`config.mk`:
```
export PLATFORM = sky130hd
export DESIGN_NAME = mux_nto1_rr
export DESIGN_NICKNAME = d
export VERILOG_FILES = /design/src/rtl/mux_pkg.sv /design/src/rtl/rr_arbiter.sv /design/src/rtl/mux_nto1_rr.sv
export SDC_FILE = /design/constraint.sdc
export NUM_CORES = 1
export LEC_CHECK = 0
export CAP_MARGIN = 20
export CORE_ASPECT_RATIO = 1.25
export CORE_UTILIZATION = 25
export CTS_BUF_LIST = sky130_fd_sc_hd__clkbuf_4 sky130_fd_sc_hd__clkbuf_8
export DETAILED_ROUTE_END_ITERATION = 12
export DONT_BUFFER_PORTS = 1
export PLACE_DENSITY = 0.44
export SKIP_CTS_REPAIR_TIMING = 1
export SYNTH_ARGS = -nofsm -noshare
export SYNTH_HDL_FRONTEND = slang
export SYNTH_HIERARCHICAL = 1
export SYNTH_SLANG_ARGS = --single-unit
```
`constraint.sdc`:
```
create_clock -name clk -period 3.49 [get_ports clk]
set_input_delay 0.1745 -clock clk [delete_from_list [all_inputs] [get_ports clk]]
set_output_delay 0.1745 -clock clk [all_outputs]
set_load 0.01 [all_outputs]
```
`src/rtl/mux_pkg.sv`:
```
// Shared encodings and width helper for the round-robin N:1 multiplexer.
package mux_pkg;

  localparam logic MODE_FIXED = 1'b0;
  localparam logic MODE_RR    = 1'b1;

  // Channel index width; at least one bit even for very small channel counts.
  function automatic int sel_width(input int n);
    return (n <= 2) ? 1 : $clog2(n);
  endfunction

endpackage

```
`src/rtl/rr_arbiter.sv`:
```
// Round-robin arbiter: searches upward from ptr (wrapping) for the first
// requester and moves ptr past the winner when the caller strobes advance.
module rr_arbiter
  import mux_pkg::*;
#(
  parameter int CHANNELS = 4,
  localparam int SELW = sel_width(CHANNELS)
) (
  input  logic                clk,
  input  logic                rst_n,
  input  logic [CHANNELS-1:0] req,
  input  logic                advance,
  output logic [CHANNELS-1:0] grant_oh,
  output logic [SELW-1:0]     grant_idx,
  output logic                grant_exists
);

  logic [SELW-1:0] ptr_q, ptr_d;
  int              idx;

  always_comb begin
    grant_oh     = '0;
    grant_idx    = '0;
    grant_exists = 1'b0;
    idx          = 0;
    for (int k = 0; k < CHANNELS; k++) begin
      idx = int'(ptr_q) + k;
      if (idx >= CHANNELS) idx = idx - CHANNELS;
      if (!grant_exists && req[idx]) begin
        grant_exists  = 1'b1;
        grant_idx     = SELW'(idx);
        grant_oh[idx] = 1'b1;
      end
    end
  end

  always_comb begin
    ptr_d = ptr_q;
    if (advance) begin
      ptr_d = (int'(grant_idx) == CHANNELS - 1) ? '0 : grant_idx + 1'b1;
    end
  end

  always_ff @(posedge clk or negedge rst_n) begin
    if (!rst_n) ptr_q <= '0;
    else        ptr_q <= ptr_d;
  end

endmodule

```
`src/rtl/mux_nto1_rr.sv`:
```
// N:1 channel multiplexer with fixed-select or round-robin arbitration,
// feeding a one-entry registered output stage.
module mux_nto1_rr
  import mux_pkg::*;
#(
  parameter int WIDTH    = 4,
  parameter int CHANNELS = 4,
  localparam int SELW = sel_width(CHANNELS)
) (
  input  logic                      clk,
  input  logic                      rst_n,
  input  logic [CHANNELS*WIDTH-1:0] in_data,
  input  logic [CHANNELS-1:0]       in_valid,
  output logic [CHANNELS-1:0]       in_ready,
  input  logic                      mode,
  input  logic [SELW-1:0]           select,
  output logic [WIDTH-1:0]          out_data,
  output logic [SELW-1:0]           out_chan,
  output logic                      out_valid,
  input  logic                      out_ready
);

  // Handshake: a beat moves when valid & ready are both high on a rising edge;
  // valid never waits on ready, and ready may depend on valid but not on data.

  logic                load_en, xfer_in, advance;
  logic                rr_exists, fix_exists, grant_exists;
  logic [CHANNELS-1:0] rr_oh, fix_oh, grant_oh;
  logic [SELW-1:0]     rr_idx, grant_idx;
  logic                out_valid_q, out_valid_d;
  logic [WIDTH-1:0]    out_data_q, out_data_d;
  logic [SELW-1:0]     out_chan_q, out_chan_d;

  rr_arbiter #(.CHANNELS(CHANNELS)) u_arb (
    .clk          (clk),
    .rst_n        (rst_n),
    .req          (in_valid),
    .advance      (advance),
    .grant_oh     (rr_oh),
    .grant_idx    (rr_idx),
    .grant_exists (rr_exists)
  );

  // Out-of-range select values match no channel and therefore grant nothing.
  always_comb begin
    fix_oh     = '0;
    fix_exists = 1'b0;
    for (int i = 0; i < CHANNELS; i++) begin
      if (select == SELW'(i) && in_valid[i]) begin
        fix_oh[i]  = 1'b1;
        fix_exists = 1'b1;
      end
    end
  end

  always_comb begin
    grant_oh     = fix_oh;
    grant_idx    = select;
    grant_exists = fix_exists;
    if (mode == MODE_RR) begin
      grant_oh     = rr_oh;
      grant_idx    = rr_idx;
      grant_exists = rr_exists;
    end
  end

  assign load_en  = ~out_valid_q | out_ready;
  assign xfer_in  = grant_exists & load_en;
  assign advance  = xfer_in & (mode == MODE_RR);
  assign in_ready = grant_oh & {CHANNELS{load_en & rst_n}};

  always_comb begin
    out_valid_d = out_valid_q;
    out_data_d  = out_data_q;
    out_chan_d  = out_chan_q;
    if (xfer_in) begin
      out_valid_d = 1'b1;
      out_data_d  = in_data[int'(grant_idx)*WIDTH +: WIDTH];
      out_chan_d  = grant_idx;
    end else if (out_ready) begin
      out_valid_d = 1'b0;
    end
  end

  always_ff @(posedge clk or negedge rst_n) begin
    if (!rst_n) begin
      out_valid_q <= 1'b0;
      out_data_q  <= '0;
      out_chan_q  <= '0;
    end else begin
      out_valid_q <= out_valid_d;
      out_data_q  <= out_data_d;
      out_chan_q  <= out_chan_d;
    end
  end

  assign out_valid = out_valid_q;
  assign out_data  = out_data_q;
  assign out_chan  = out_chan_q;

endmodule

```
==> summary.md <==
| Metric | Value |
|---|---|
| Status | finished, final reports clean |
| GRT Util Overall | 12.23% |
| CTS tree | yes |
| Initial Util | 26.31% |
| Fin area | 1433 sq um |
| Area Overhead vs Synth | 6.412% |
| Synth unique cells | 38 |
| Placed Cells | 210 |
| Unrepaired setup endpoints after global routing | no |
| Clock Skews | 0.003087 ns |
| Die Y-Extent | 84.05 um |
| Leak pwr | 0.6110 nW |
| CP max FO | 7 |
| Vias in the first global route | 1,166 |
| Final Hold Vio Count | 0 |
| Crit path time final | 3.245 ns |
| Core ar. | 5116 sq um |
| Sink Count | 9 |
| Clock-pin slew of the registers on the worst-case setup and hold paths | 0.05 ns |
| Placed cell areas | 1361 sq um |
| First-pass GRT wire length | 5.402 mm |
| Final count of pins violating max slew | 0 |
| Input/output buffers | 0 |
| Overflow after GRT | 0 |
| Max Cap Violations | 0 |
| Via-to-Cell Ratio | 5.326 |
| Total CTS buffers | 3 |
| DRC violations left | 0 |
| Critical path launch point type | register |
| Worst Hold Class | in2reg |
| RePlAce Congestion | 0.7867 |
| Synth Area per Inst | 8.575 sq um |
| Clk Latency, worst-skew pair | 0.23 ns |
| Share of cells above drive strength 1 | 14.38% |
| DRT Pass-1 Iters | 4 |
| Final Setup Violations | 0 |
| Critical Path, Cell by Cell | inv_1 -> ha_1 -> mux2i_1 -> buf_4 -> mux2i_1 -> a211oi_4 -> o32a_1 -> mux2i_1 -> mux2i_1 -> mux2_4 |
| Pin count of the biggest net entering global routing | 28 |
| Pwr/cell area | 873.6 nW/um^2 |
| N_diodes | 0 |
| Cell mode on critical path | mux2i_1 |
| Std cell rows | 29 |
| HPWL Detailed | 2.602 mm |
| H-tree lvl count | 1 |
| Worst-Margin Slew | 0.6199 ns |
| Worst Setup Path Type | reg2reg |
| Register bit total from synthesis | 9 |
| Detailed Route WL | 3.354 mm |
| Seq/Total Area, Yosys | 16.73% |
| Maximum vdd drop | 0.3698 mV |
| Final Cycle Share | 92.97% |
| Arr. time, crit path | 3.36 ns |
| Die width | 67.64 um |
| Iteration-0 DRC Markers | 24 |
| Clk root buf | clkbuf_8 |
| Layout Cells excl Fill | 215 |
| Post-Syn Nets | 192 |
| Synth warn | 6 |
| Crit path largest cell delay | 0.52 ns |
| Final #Nets | 189 |
| CP delay by family, top | multiplexers |
| Die area | 5684 sq um |
| I/O Pins | 37 |
| Post-route ant nets | 0 |
| Initial antenna violation count | 0 |
| Clock Path Buffers | 2 |
| WP data required | 3.60 ns |
| Post-Syn Instances | 157 |
| Crit path buf inv count | 2 |
| Worst slew margin | 57.49% |
| Filler Cells Inserted | 543 |
| Max Fclk | 0.3082 GHz |
| Critical path's slowest cell | mux2i_1 |
| Vias | 1,145 |
| Setup TNS | 0 ns |
| Synth Cell Area | 1346 sq um |
| CP endpoint kind | register |
| Wire per inst | 15.60 um |
-- logic make-up after synthesis --
group	share of synthesized area (%)
adders and majority gates	8.364
buffers and inverters	8.271
AOI/OAI and AO/OA	19.15
DFF	16.73
and+or+nand+nor	17.94
muxes	29.55
-- power breakdown --
group / switching [mW] / leakage (nW) / internal, mW / total (mW)
clock: 0.0441 / 0.0262 / 0.0876 / 0.132
combinational: 0.509 / 0.481 / 0.405 / 0.914
sequential: 0.0515 / 0.104 / 0.154 / 0.205
total: 0.605 / 0.611 / 0.647 / 1.25
-- sequential cells by signal, indices dropped and copies added, names as in the netlist --
| signal | count |
|---|---|
| out_valid | 1 |
| out_chan | 2 |
| out_data | 4 |
| u_arb/ptr_q | 2 |
-- area by class of cell --
cell class	count	area (sq um)	area share [%]
Timing Repair Buffer	4	32.53	2.271
Tap cell	62	77.57	5.415
Clock buffer	4	48.80	3.406
Sequential cell	9	225.2	15.72
Multi-Input combinational cell	129	1022	71.35
Inverter	7	26.28	1.834
-- metrics by stage --
step	power, mW	hold slack [ns]	util, %	setup slack, ns
after floorplan	0.9598	-0.1211	-	0.3421
after global placement	1.087	-0.1208	26.61	0.2915
after detailed placement	1.099	-0.1208	26.61	0.2000
after CTS	1.240	-0.3735	27.56	0.1849
after global routing	1.361	0.1823	28.00	0.009972
final	1.252	0.1520	28.00	0.2452
-- metal layers --
metal  share of wire, %  up-vias  wire, um  GRT usage (%)
met3                4.1        7       138          1.776
met1                 42      535      1409          14.58
li1                   -      561         -              -
met4                1.6        0        53          4.642
met2                 52       42      1753          21.15
met5                  0        -         0              0
-- cell usage after synthesis --
library cell / number / area (sq um)
mux2_4: 5 / 75.07
buf_6: 3 / 33.78
o32a_1: 1 / 10.01
nand2_1: 11 / 41.29
mux2_2: 3 / 33.78
and2_1: 1 / 6.260
a211o_1: 1 / 8.760
o211ai_1: 1 / 7.510
dfrtp_1: 9 / 225.2
o21a_1: 1 / 7.510
nand4b_1: 1 / 8.760
nand4_1: 1 / 6.260
clkbuf_1: 2 / 7.510
a211oi_4: 1 / 20.02
o21ai_0: 5 / 25.02
a2bb2oi_1: 1 / 8.760
nor3b_1: 1 / 7.510
mux4_2: 2 / 45.04
inv_2: 1 / 3.750
mux2i_2: 1 / 13.76
inv_1: 6 / 22.52
mux2i_1: 23 / 230.2
clkbuf_8: 1 / 13.76
or3_4: 1 / 11.26
a21oi_1: 5 / 25.02
nand3_1: 6 / 30.03
o22ai_1: 8 / 50.05
a211oi_1: 4 / 30.03
nor2b_1: 1 / 6.260
nor2_1: 19 / 71.32
and4_1: 1 / 8.760
ha_1: 9 / 112.6
o2bb2ai_1: 4 / 35.03
buf_2: 6 / 30.03
a32oi_1: 2 / 17.52
o21bai_1: 1 / 7.510
o21ai_1: 1 / 5.000
nand2b_1: 7 / 43.79
-- worst paths after layout --
| check | from | end | slack [ns] | depth (start not counted) |
|---|---|---|---|---|
| min | mode | out_valid | 0.15 | 2 |
| min in group asynchronous | rst_n | out_valid | 0.33 | 1 |
| min reg2reg | out_chan[1] | out_chan[1] | 0.58 | 2 |
| max reg2reg | u_arb/ptr_q[1] | out_data[0] | 0.25 | 10 |
| max in group asynchronous | rst_n | u_arb/ptr_q[1] | 2.85 | 1 |
| max | u_arb/ptr_q[1] | out_data[0] | 0.25 | 10 |
-- layout by cell type (no fill, tap or decap), drive strengths merged --
cell type and instances:
a32oi 2, nor2b 1, nand2 11, or3 1, mux2i 24, nand3 6, and4 1, dfrtp 9
o211ai 1, buf 3, a211o 1, dlygate4sd3 1, clkbuf 4, nand2b 7, a2bb2oi 1, o21a 1
a21oi 5, a211oi 5, nand4b 1, o22ai 8, o2bb2ai 4, nand4 1, mux4 2, nor3b 1
o32a 1, inv 7, ha 9, o21ai 6, mux2 8, and2 1, o21bai 1, nor2 19
No activity file was read; power rests on OpenSTA's default activity.
